===== src/rtl/p405s_itlb_refillctl_if.sv =====
`default_nettype none
// ============================================================================
// Module      : p405s_itlb_refillctl_if
// Description : Bundle of the fetch-side miss inputs, the UTLB request and
//               response handshake and the shadow-TLB write port used by the
//               ITLB refill controller.
// Revision    : 1.0 - initial release
// ============================================================================
interface p405s_itlb_refillctl_if;

    // Fetch side: miss indication and the effective page address
    logic        isMiss;
    logic        isAbort_N;
    logic [0:21] isEA;
    logic        invalAll;

    // UTLB handshake and response payload
    logic        utlbReq;
    logic [0:21] utlbEA;
    logic        utlbGnt;
    logic        utlbRdy;
    logic        utlbFault;
    logic [0:21] utlbRPN;
    logic [0:6]  utlbDSize;
    logic        utlbI;
    logic        utlbE;
    logic        utlbU0;

    // Shadow-TLB write port and status
    logic [0:3]  WordSel_N;
    logic        writeShadow;
    logic        invalidate;
    logic [0:21] isEPN;
    logic [0:6]  DSize;
    logic [0:21] RPN;
    logic        I;
    logic        E;
    logic        U0;
    logic        refillBusy;
    logic        itlbFault;

    // Refill controller side
    modport master (
        input  isMiss, isAbort_N, isEA, invalAll,
               utlbGnt, utlbRdy, utlbFault, utlbRPN, utlbDSize,
               utlbI, utlbE, utlbU0,
        output utlbReq, utlbEA, WordSel_N, writeShadow, invalidate, isEPN,
               DSize, RPN, I, E, U0, refillBusy, itlbFault
    );

    // Environment side (fetch unit, UTLB and shadow array)
    modport slave (
        output isMiss, isAbort_N, isEA, invalAll,
               utlbGnt, utlbRdy, utlbFault, utlbRPN, utlbDSize,
               utlbI, utlbE, utlbU0,
        input  utlbReq, utlbEA, WordSel_N, writeShadow, invalidate, isEPN,
               DSize, RPN, I, E, U0, refillBusy, itlbFault
    );

endinterface
`default_nettype wire


===== src/rtl/p405s_itlb_refillctl.sv =====
`default_nettype none
// ============================================================================
// Module      : p405s_itlb_refillctl
// Description : Refill controller for the four-entry instruction shadow TLB.
//               On a qualified miss it requests a translation from the
//               unified TLB and writes the response into a round-robin
//               victim entry; it also sequences whole-array invalidation.
//               Every output is a flop, so there is no input-to-output path.
// Revision    : 1.0 - initial release
// ============================================================================
module p405s_itlb_refillctl (
    input  logic                   CB,
    input  logic                   reset_N,
    p405s_itlb_refillctl_if.master itlb
);

    typedef enum logic [2:0] {
        S_IDLE  = 3'd0,
        S_REQ   = 3'd1,
        S_WAIT  = 3'd2,
        S_DRAIN = 3'd3,
        S_WRITE = 3'd4,
        S_INVAL = 3'd5,
        S_FAULT = 3'd6
    } state_t;

    state_t      r_state;
    logic [1:0]  r_victim;
    logic        r_pend_inval;

    // Registered strobes and status
    logic        r_utlb_req;
    logic [0:3]  r_word_sel_n;
    logic        r_write_shadow;
    logic        r_invalidate;
    logic        r_refill_busy;
    logic        r_itlb_fault;

    // Latched miss address and UTLB response
    logic [0:21] r_ea;
    logic [0:21] r_rpn;
    logic [0:6]  r_dsize;
    logic        r_i;
    logic        r_e;
    logic        r_u0;

    // Controller FSM. Outputs are registered alongside the state they belong
    // to, so each transition also loads the output values of the target state.
    always_ff @(posedge CB or negedge reset_N) begin
        if (!reset_N) begin
            r_state        <= S_IDLE;
            r_victim       <= 2'd0;
            r_pend_inval   <= 1'b0;
            r_utlb_req     <= 1'b0;
            r_word_sel_n   <= 4'b1111;
            r_write_shadow <= 1'b0;
            r_invalidate   <= 1'b0;
            r_refill_busy  <= 1'b0;
            r_itlb_fault   <= 1'b0;
            r_ea           <= '0;
            r_rpn          <= '0;
            r_dsize        <= '0;
            r_i            <= 1'b0;
            r_e            <= 1'b0;
            r_u0           <= 1'b0;
        end else begin
            // Strobes fall unless the target state raises them; busy stays
            // high and is cleared only by a transition into IDLE.
            r_utlb_req     <= 1'b0;
            r_word_sel_n   <= 4'b1111;
            r_write_shadow <= 1'b0;
            r_invalidate   <= 1'b0;
            r_itlb_fault   <= 1'b0;
            r_refill_busy  <= 1'b1;

            unique case (r_state)
                S_IDLE: begin
                    // Invalidation wins; a simultaneous miss is dropped and
                    // will be re-presented by the fetch unit.
                    if (itlb.invalAll) begin
                        r_state      <= S_INVAL;
                        r_invalidate <= 1'b1;
                    end else if (itlb.isMiss && itlb.isAbort_N) begin
                        r_ea       <= itlb.isEA;
                        r_state    <= S_REQ;
                        r_utlb_req <= 1'b1;
                    end else begin
                        r_refill_busy <= 1'b0;
                    end
                end

                S_REQ: begin
                    if (itlb.invalAll) begin
                        r_state      <= S_INVAL;
                        r_invalidate <= 1'b1;
                    end else if (!itlb.isAbort_N) begin
                        r_state       <= S_IDLE;
                        r_refill_busy <= 1'b0;
                    end else if (itlb.utlbGnt) begin
                        r_state <= S_WAIT;
                    end else begin
                        r_utlb_req <= 1'b1;
                    end
                end

                S_WAIT: begin
                    if (!itlb.isAbort_N || itlb.invalAll) begin
                        // A response landing in the same cycle is consumed
                        // here, otherwise DRAIN would wait for a response
                        // that has already gone by.
                        if (itlb.utlbRdy) begin
                            if (itlb.invalAll || r_pend_inval) begin
                                r_state      <= S_INVAL;
                                r_invalidate <= 1'b1;
                            end else begin
                                r_state       <= S_IDLE;
                                r_refill_busy <= 1'b0;
                            end
                        end else begin
                            r_state      <= S_DRAIN;
                            r_pend_inval <= r_pend_inval | itlb.invalAll;
                        end
                    end else if (itlb.utlbRdy) begin
                        if (itlb.utlbFault) begin
                            r_state      <= S_FAULT;
                            r_itlb_fault <= 1'b1;
                        end else begin
                            r_rpn          <= itlb.utlbRPN;
                            r_dsize        <= itlb.utlbDSize;
                            r_i            <= itlb.utlbI;
                            r_e            <= itlb.utlbE;
                            r_u0           <= itlb.utlbU0;
                            r_state        <= S_WRITE;
                            r_word_sel_n   <= ~(4'b1000 >> r_victim);
                            r_write_shadow <= 1'b1;
                        end
                    end
                end

                S_DRAIN: begin
                    // Absorb the outstanding response without writing it
                    if (itlb.invalAll) begin
                        r_pend_inval <= 1'b1;
                    end
                    if (itlb.utlbRdy) begin
                        if (r_pend_inval || itlb.invalAll) begin
                            r_state      <= S_INVAL;
                            r_invalidate <= 1'b1;
                        end else begin
                            r_state       <= S_IDLE;
                            r_refill_busy <= 1'b0;
                        end
                    end
                end

                S_WRITE: begin
                    // The write strobe was already issued; advance the victim
                    r_victim <= r_victim + 2'd1;
                    if (itlb.invalAll) begin
                        r_state      <= S_INVAL;
                        r_invalidate <= 1'b1;
                    end else begin
                        r_state       <= S_IDLE;
                        r_refill_busy <= 1'b0;
                    end
                end

                S_INVAL: begin
                    // Victim pointer deliberately survives invalidation
                    r_pend_inval  <= 1'b0;
                    r_state       <= S_IDLE;
                    r_refill_busy <= 1'b0;
                end

                S_FAULT: begin
                    r_state       <= S_IDLE;
                    r_refill_busy <= 1'b0;
                end

                default: begin
                    r_state       <= S_IDLE;
                    r_refill_busy <= 1'b0;
                end
            endcase
        end
    end

    assign itlb.utlbReq     = r_utlb_req;
    assign itlb.utlbEA      = r_ea;
    assign itlb.isEPN       = r_ea;
    assign itlb.WordSel_N   = r_word_sel_n;
    assign itlb.writeShadow = r_write_shadow;
    assign itlb.invalidate  = r_invalidate;
    assign itlb.refillBusy  = r_refill_busy;
    assign itlb.itlbFault   = r_itlb_fault;
    assign itlb.RPN         = r_rpn;
    assign itlb.DSize       = r_dsize;
    assign itlb.I           = r_i;
    assign itlb.E           = r_e;
    assign itlb.U0          = r_u0;

endmodule
`default_nettype wire

===== src/flat_wrapper.sv =====
// flat-port wrapper written by rule: the top's interface ports become plain ports
module p405s_itlb_refillctl_flat 
  (CB, reset_N, itlb_isMiss, itlb_isAbort_N, itlb_isEA, itlb_invalAll, itlb_utlbGnt, itlb_utlbRdy, itlb_utlbFault, itlb_utlbRPN, itlb_utlbDSize, itlb_utlbI, itlb_utlbE, itlb_utlbU0, itlb_utlbReq, itlb_utlbEA, itlb_WordSel_N, itlb_writeShadow, itlb_invalidate, itlb_isEPN, itlb_DSize, itlb_RPN, itlb_I, itlb_E, itlb_U0, itlb_refillBusy, itlb_itlbFault);
  p405s_itlb_refillctl_if itlb_i ();
  input  logic CB;
  input  logic reset_N;
  input wire logic [$bits(itlb_i.isMiss)-1:0] itlb_isMiss;
  input wire logic [$bits(itlb_i.isAbort_N)-1:0] itlb_isAbort_N;
  input wire logic [$bits(itlb_i.isEA)-1:0] itlb_isEA;
  input wire logic [$bits(itlb_i.invalAll)-1:0] itlb_invalAll;
  input wire logic [$bits(itlb_i.utlbGnt)-1:0] itlb_utlbGnt;
  input wire logic [$bits(itlb_i.utlbRdy)-1:0] itlb_utlbRdy;
  input wire logic [$bits(itlb_i.utlbFault)-1:0] itlb_utlbFault;
  input wire logic [$bits(itlb_i.utlbRPN)-1:0] itlb_utlbRPN;
  input wire logic [$bits(itlb_i.utlbDSize)-1:0] itlb_utlbDSize;
  input wire logic [$bits(itlb_i.utlbI)-1:0] itlb_utlbI;
  input wire logic [$bits(itlb_i.utlbE)-1:0] itlb_utlbE;
  input wire logic [$bits(itlb_i.utlbU0)-1:0] itlb_utlbU0;
  output wire logic [$bits(itlb_i.utlbReq)-1:0] itlb_utlbReq;
  output wire logic [$bits(itlb_i.utlbEA)-1:0] itlb_utlbEA;
  output wire logic [$bits(itlb_i.WordSel_N)-1:0] itlb_WordSel_N;
  output wire logic [$bits(itlb_i.writeShadow)-1:0] itlb_writeShadow;
  output wire logic [$bits(itlb_i.invalidate)-1:0] itlb_invalidate;
  output wire logic [$bits(itlb_i.isEPN)-1:0] itlb_isEPN;
  output wire logic [$bits(itlb_i.DSize)-1:0] itlb_DSize;
  output wire logic [$bits(itlb_i.RPN)-1:0] itlb_RPN;
  output wire logic [$bits(itlb_i.I)-1:0] itlb_I;
  output wire logic [$bits(itlb_i.E)-1:0] itlb_E;
  output wire logic [$bits(itlb_i.U0)-1:0] itlb_U0;
  output wire logic [$bits(itlb_i.refillBusy)-1:0] itlb_refillBusy;
  output wire logic [$bits(itlb_i.itlbFault)-1:0] itlb_itlbFault;
  assign itlb_i.isMiss = itlb_isMiss;
  assign itlb_i.isAbort_N = itlb_isAbort_N;
  assign itlb_i.isEA = itlb_isEA;
  assign itlb_i.invalAll = itlb_invalAll;
  assign itlb_i.utlbGnt = itlb_utlbGnt;
  assign itlb_i.utlbRdy = itlb_utlbRdy;
  assign itlb_i.utlbFault = itlb_utlbFault;
  assign itlb_i.utlbRPN = itlb_utlbRPN;
  assign itlb_i.utlbDSize = itlb_utlbDSize;
  assign itlb_i.utlbI = itlb_utlbI;
  assign itlb_i.utlbE = itlb_utlbE;
  assign itlb_i.utlbU0 = itlb_utlbU0;
  assign itlb_utlbReq = itlb_i.utlbReq;
  assign itlb_utlbEA = itlb_i.utlbEA;
  assign itlb_WordSel_N = itlb_i.WordSel_N;
  assign itlb_writeShadow = itlb_i.writeShadow;
  assign itlb_invalidate = itlb_i.invalidate;
  assign itlb_isEPN = itlb_i.isEPN;
  assign itlb_DSize = itlb_i.DSize;
  assign itlb_RPN = itlb_i.RPN;
  assign itlb_I = itlb_i.I;
  assign itlb_E = itlb_i.E;
  assign itlb_U0 = itlb_i.U0;
  assign itlb_refillBusy = itlb_i.refillBusy;
  assign itlb_itlbFault = itlb_i.itlbFault;
  p405s_itlb_refillctl u_core (.CB(CB), .reset_N(reset_N), .itlb(itlb_i));
endmodule

===== config.mk =====
export PLATFORM = sky130hd
export DESIGN_NAME = p405s_itlb_refillctl_flat
export DESIGN_NICKNAME = d
export VERILOG_FILES = /design/src/rtl/p405s_itlb_refillctl_if.sv /design/src/rtl/p405s_itlb_refillctl.sv /design/src/flat_wrapper.sv
export SDC_FILE = /design/constraint.sdc
export NUM_CORES = 1
export LEC_CHECK = 0
export CAP_MARGIN = 20
export CORE_ASPECT_RATIO = 0.5
export CORE_MARGIN = 1
export CORE_UTILIZATION = 39
export DETAILED_ROUTE_END_ITERATION = 10
export PLACE_DENSITY_LB_ADDON = 0.08
export SETUP_SLACK_MARGIN = 0.05
export SLEW_MARGIN = 30
export SYNTH_ARGS = -nofsm -noshare
export SYNTH_HDL_FRONTEND = slang
export SYNTH_SLANG_ARGS = --single-unit

===== constraint.sdc =====
create_clock -name CB -period 3.1 [get_ports CB]
set_input_delay 0.31 -clock CB [delete_from_list [all_inputs] [get_ports CB]]
set_output_delay 0.31 -clock CB [all_outputs]
set_load 0.03 [all_outputs]

Word-level counts from Yosys, hierarchy flattened
Index checks and enable logic that the tools add are counted.
{ "totals": {"reg_bits": 69, "output_inout_bits": 85, "wordCells": 91} }
{ "op_classes": {"n_addsub": 1, "n_eq_ne": 12, "n_shift": 1, "mux": 46, "bitwise_logic": 5, "reduce_logical": 11} }
{ "ops": {"columns": ["cell", "count"], "rows": [
  ["3-bit 2-to-1 mux", 11],
  ["1-bit 2-to-1 mux", 25],
  ["4-bit 2-to-1 mux", 4],
  ["3-bit case mux with 5 select lines", 1],
  ["4-bit AND reduction", 3],
  ["3-bit by 2-bit equality test with 1-bit output (second input constant)", 2],
  ["3-bit equality test (second input constant)", 2],
  ["2-bit inequality test (second input constant)", 3],
  ["3-bit by 2-bit inequality test with 1-bit output (second input constant)", 2],
  ["1-bit case mux with 3 select lines", 2],
  ["1-bit case mux with 5 select lines", 1],
  ["4-bit inequality test (second input constant)", 1],
  ["4-bit inverter", 1],
  ["4-bit by 2-bit right shift with 4-bit output (first input constant)", 1],
  ["3-bit by 1-bit equality test with 1-bit output (second input constant)", 1],
  ["3-bit logical NOT", 1],
  ["1-bit inverter", 3],
  ["3-bit AND reduction", 1],
  ["3-bit nonzero test", 1],
  ["3-bit OR reduction", 1],
  ["2-bit by 1-bit adder with 2-bit output (second input constant)", 1],
  ["1-bit logical OR", 2],
  ["2-bit 2-to-1 mux", 1],
  ["2-bit by 1-bit inequality test with 1-bit output (second input constant)", 1],
  ["other kinds (4)", 4]
]} }

Depth between registers and ports, before layout
{ "logic_depth": {"ltp_word": 6, "ltp_mapped": 6, "ltp_nobuf": 4} }

Worst setup path before layout
No wires, ideal clock.
{ "synth_timing": {"kind": "flip-flop to flip-flop", "from": "reg u_core.r_state[2]", "to": "reg u_core.r_dsize, in the netlist u_core.itlb.DSize[0]", "setup_time_ns": 0.125, "arrival_ns": 1.407, "t_required_ns": 2.975, "path_slack_ns": 1.568, "path_stages_with_launch": 6, "path_buffers": 1, "period_less_slack_ns": 1.532, "path_cell_list": "dfrtp_1 nor2b_2 nand3_4 nor2_8 buf_12 mux2_4"} }
{ "synth_between": {"elab_chain_len": 2} }
{ "synth_lines": {"columns": ["item", "line", "source"], "rows": [
  ["from (decl)", "p405s_itlb_refillctl.sv:27", "state_t r_state;"],
  ["from (signal assigned)", "p405s_itlb_refillctl.sv:51", "r_state <= S_IDLE;"],
  ["from (signal assigned)", "p405s_itlb_refillctl.sv:81", "r_state <= S_INVAL;"],
  ["from (signal assigned)", "p405s_itlb_refillctl.sv:85", "r_state <= S_REQ;"],
  ["3-bit by 2-bit equality test with 1-bit output", "p405s_itlb_refillctl.sv:76", "unique case (r_state)"],
  ["4-bit AND reduction (no source line)", null, null],
  ["to (signal assigned)", "p405s_itlb_refillctl.sv:129", "r_dsize <= itlb.utlbDSize;"],
  ["to (decl)", "p405s_itlb_refillctl.sv:42", "logic [0:6] r_dsize;"]
]} }
No other way between the ends.
A chain may end at the register's enable or synchronous reset.

Worst setup path after layout
{ "layout_timing": {"from": "in itlb_invalAll", "to": "reg u_core.r_rpn, in the netlist u_core.itlb.RPN[1]"} }
{ "layout_between": {"elab_chain_len": 3} }
{ "layout_lines": {"columns": ["item", "line", "source"], "rows": [
  ["from (decl)", "flat_wrapper.sv:10", "input wire logic [$bits(itlb_i.invalAll)-1:0] itlb_invalAll;"],
  ["1-bit logical OR", "p405s_itlb_refillctl.sv:107", "if (!itlb.isAbort_N || itlb.invalAll) begin"],
  ["1-bit inverter (no source line)", null, null],
  ["4-bit AND reduction (no source line)", null, null],
  ["to (signal assigned)", "p405s_itlb_refillctl.sv:128", "r_rpn <= itlb.utlbRPN;"],
  ["to (decl)", "p405s_itlb_refillctl.sv:41", "logic [0:21] r_rpn;"]
]} }
No other way between the ends.

==> results.cfg <==
[layout]
fin_nets = 412
ff_latch_area_um2 = 1732
drive_gt1_share_pct = 23.65
antenna_cells = 0
fin_area_um2 = 4908
area_growth_pct = 51.41
multi_input_area_um2 = 1227
fill_cells = 632

[global_routing]
first_global_vias = 2007
grt_pass1_wl_um = 10180
grt_overflow_total = 0
grt_start_max_net_pins = 70
globalRouteTotalUtil_pct = 15.85
antenna_found_initial = 0

[routing]
wl_per_cell_um = 14.67
drt_first_pass_iters = 4
drtIter0Drc = 72
via_per_inst = 4.521
ant_nets = 0
vias = 2093
wirelength_um = 6792
drc = 0

[run_status]
violations = negative hold slack
run_status = finished with violations

[synthesis]
synth_top_family_by_area = multiplexers
netlist-cell-type-count = 40
ys_top_cells_by_area = dfrtp_1 50%, mux2_4 20%, buf_4 5.1%
syn_area_um2 = 3242
synth_top_area_share_pct = 50.17
synthXorXnorAreaFrac_pct = 0.2702
synth_edf_count = 0
synth_nets = 285
yosysSeqAreaShare_pct = 53.42
synth_seq_cells = 69
synth_ff_type = dfrtp_1
yosysTopAreaCell = dfrtp_1
yosys.area_share.adder_pct = 1.544
synthSimpleGateAreaFrac_pct = 7.642
synth_async_sr_flop_share_pct = 100.0
syn_inst = 219
synth.area.mux_share_pct = 24.82
synth_compound_area_share_pct = 3.589
syn_avg_cell_area_um2 = 14.80
synth_warnings = 0

[placement]
place_congestion = 0.8003
dp_hpwl_um = 4761
placed_area_um2 = 4593
io_buffers = 146

[floorplanning]
rows = 23
die_y_um = 66.47
dieArea_um2 = 8703
num_io_pins = 147
dieWidth_um = 130.9
start_util_pct = 40.38
coreArea_um2 = 8029

[sta]
rsz0062_at_grt = false
period_minus_slack_ns = 1.991
slew_violations = 0
finalHoldViolCount = 14
fin_crit_sh_pct = 64.22
clock_skew_ns = 0.006478
maxSlewHeadroom_pct = 59.02
fmax_mhz = 502.3
worst_pin_slew_ns = 0.6147
setup_viol = 0
timing.setup.tns_ns = 0
hold-worst-slack_ns = -0.02162

[clock_network]
cts_inserted_buffers = 9
postCtsSetupBuffers = 0
cts.htree.levels = 3
cts_tree = yes
clockRootBuffer = clkbuf_16
ctsResizeCount = 0
cts_buffer_depth = 2
clk_latency_ns = 0.32
clkSinkCount = 69
clkTransAtPathRegs_ns = 0.06
cts_hold_buf = 0

[power_and_ir_drop]
power_frac_seq_pct = 30.2
p_int_mw = 2.983
p_per_area_nw_per_um2 = 977.8
comb_power_share_pct = 48.2
leakage_nw = 2.191
ir_drop_uv = 557.0
pwr-share-clk_pct = 21.5
p_sw_share_pct = 37.85
p_sw_mw = 1.817

[setup_path]
worstSetupEndpointType = flip-flop
start_kind = primary input
crit_type = in -> reg
path_max_fanout = 22
crit_arrival_ns = 2.20
critical_path_required_ns = 3.30

[hold_path]
hold_path.class = in -> async

[run]
maxCapViolCount = 0
-- layer usage --
layer	vias to the layer above	part of all wire (%)	track usage, %
li1	985	-	-
met2	82	50	26.06
met3	7	6.7	6.265
met5	-	0	0
met4	0	0.71	5.029
met1	1019	43	19.14
-- logic make-up (layout without fill, tap and decap cells) --
kind of cell | after synthesis | after routing
AOI/OAI and AO/OA | 18 | 18
xor gates and xnor gates | 1 | 1
adders and majority gates | 4 | 4
buffers and inverters | 35 | 167
DFF | 69 | 69
muxes | 57 | 57
and+or+nand+nor | 35 | 35
-- state kept, by name (all words and copies together), names as in the netlist --
register	cells
u_core.itlb.invalidate	1
u_core.itlb.E	1
u_core.itlb.U0	1
u_core.itlb.isEPN	22
u_core.itlb.RPN	22
u_core.itlb.I	1
u_core.itlb.itlbFault	1
u_core.itlb.writeShadow	1
u_core.itlb.WordSel_N	4
u_core.itlb.DSize	7
u_core.itlb.utlbReq	1
u_core.r_victim	2
u_core.r_state	3
u_core.itlb.refillBusy	1
u_core.r_pend_inval	1
-- worst max-delay path, stage by stage --
cell and delay [ns]:
clkdlybuf4s50_1 0.63, nor2b_4 0.27, nand3_4 0.12, nor2_8 0.28, buf_12 0.25, mux2_4 0.32
-- cells in the final DEF, fill, tap and decap left out, drive strengths merged --
cell	n
a32o	1
o22ai	1
nand2b	1
nor2	6
clkinv	2
o21ai	4
and2b	1
bufinv	1
a211oi	2
nor2b	3
dfrtp	65
and3	1
clkinvlp	2
nand2	11
or3	1
a31oi	2
nand3	2
o31ai	1
a21o	1
a22oi	1
mux2i	2
or2b	3
clkbuf	11
nand3b	2
ha	4
a21boi	2
mux2	55
dfstp	4
buf	2
clkdlybuf4s50	145
xnor2	1
nor3b	3
inv	4
nand4	1
a21oi	3
-- area by class of cell --
cell class / count / area share [%]
repair buffers: 147 / 30.21
inverters: 4 / 0.3059
flip-flops and latches: 69 / 35.28
multi-input cells: 115 / 25.01
clock inverters: 5 / 1.198
clock buffers: 11 / 5.149
well taps: 112 / 2.855
-- Yosys cell counts, drive strengths merged, types with 2 or more instances --
library cell and instances:
a211oi 2, mux2i 2, inv 4, nand2 11, a21oi 3, mux2 55
a31oi 2, nand3 2, nand3b 2, nor2 6, a21boi 2, or2b 3
dfstp 4, buf 30, o21ai 4, nor3b 3, dfrtp 65, nor2b 3
ha 4
-- power groups by stage --
stage	clock network, mW	logic, mW	registers, mW
2_1_floorplan	0	1.08	1.90
3_3_place_gp	0	2.30	1.45
3_5_place_dp	0	2.32	1.46
4_1_cts	1.07	2.34	1.45
5_1_grt	1.12	2.44	1.50
6_report	1.03	2.32	1.45
-- final timing paths --
kind                            depth (start not counted)          startpoint  slack [ns]                      to
worst max-delay path                                    6       itlb_invalAll        1.11      u_core.itlb.RPN[1]
worst min-delay path                                    1             reset_N       -0.02  u_core.itlb.refillBusy
worst max register to register                          5   u_core.r_state[2]        1.13      u_core.itlb.RPN[1]
worst min register to register                          1  u_core.itlb.RPN[0]        0.50      u_core.itlb.RPN[0]
max in group asynchronous                               1             reset_N        2.69     u_core.itlb.RPN[10]
min in group CB                                         1  u_core.itlb.RPN[0]        0.50      u_core.itlb.RPN[0]
-- metrics by stage --
stage / setup WS [ns] / power [mW] / utilization (%) / cells / hold slack, ns
final: 1.109 / 4.799 / 61.13 / 463 / -0.02162
after global routing: 1.020 / 5.048 / 61.13 / 463 / 0.03549
after CTS: 1.115 / 4.859 / 61.09 / 463 / 0.1359
after detailed placement: 0.7694 / 3.786 / 57.21 / 447 / 0.4852
after global placement: 0.8154 / 3.747 / 57.21 / 447 / 0.4726
after floorplan: 1.568 / 2.985 / - / 219 / 0.01441
Note: power is estimated with default switching activity, not from simulation.
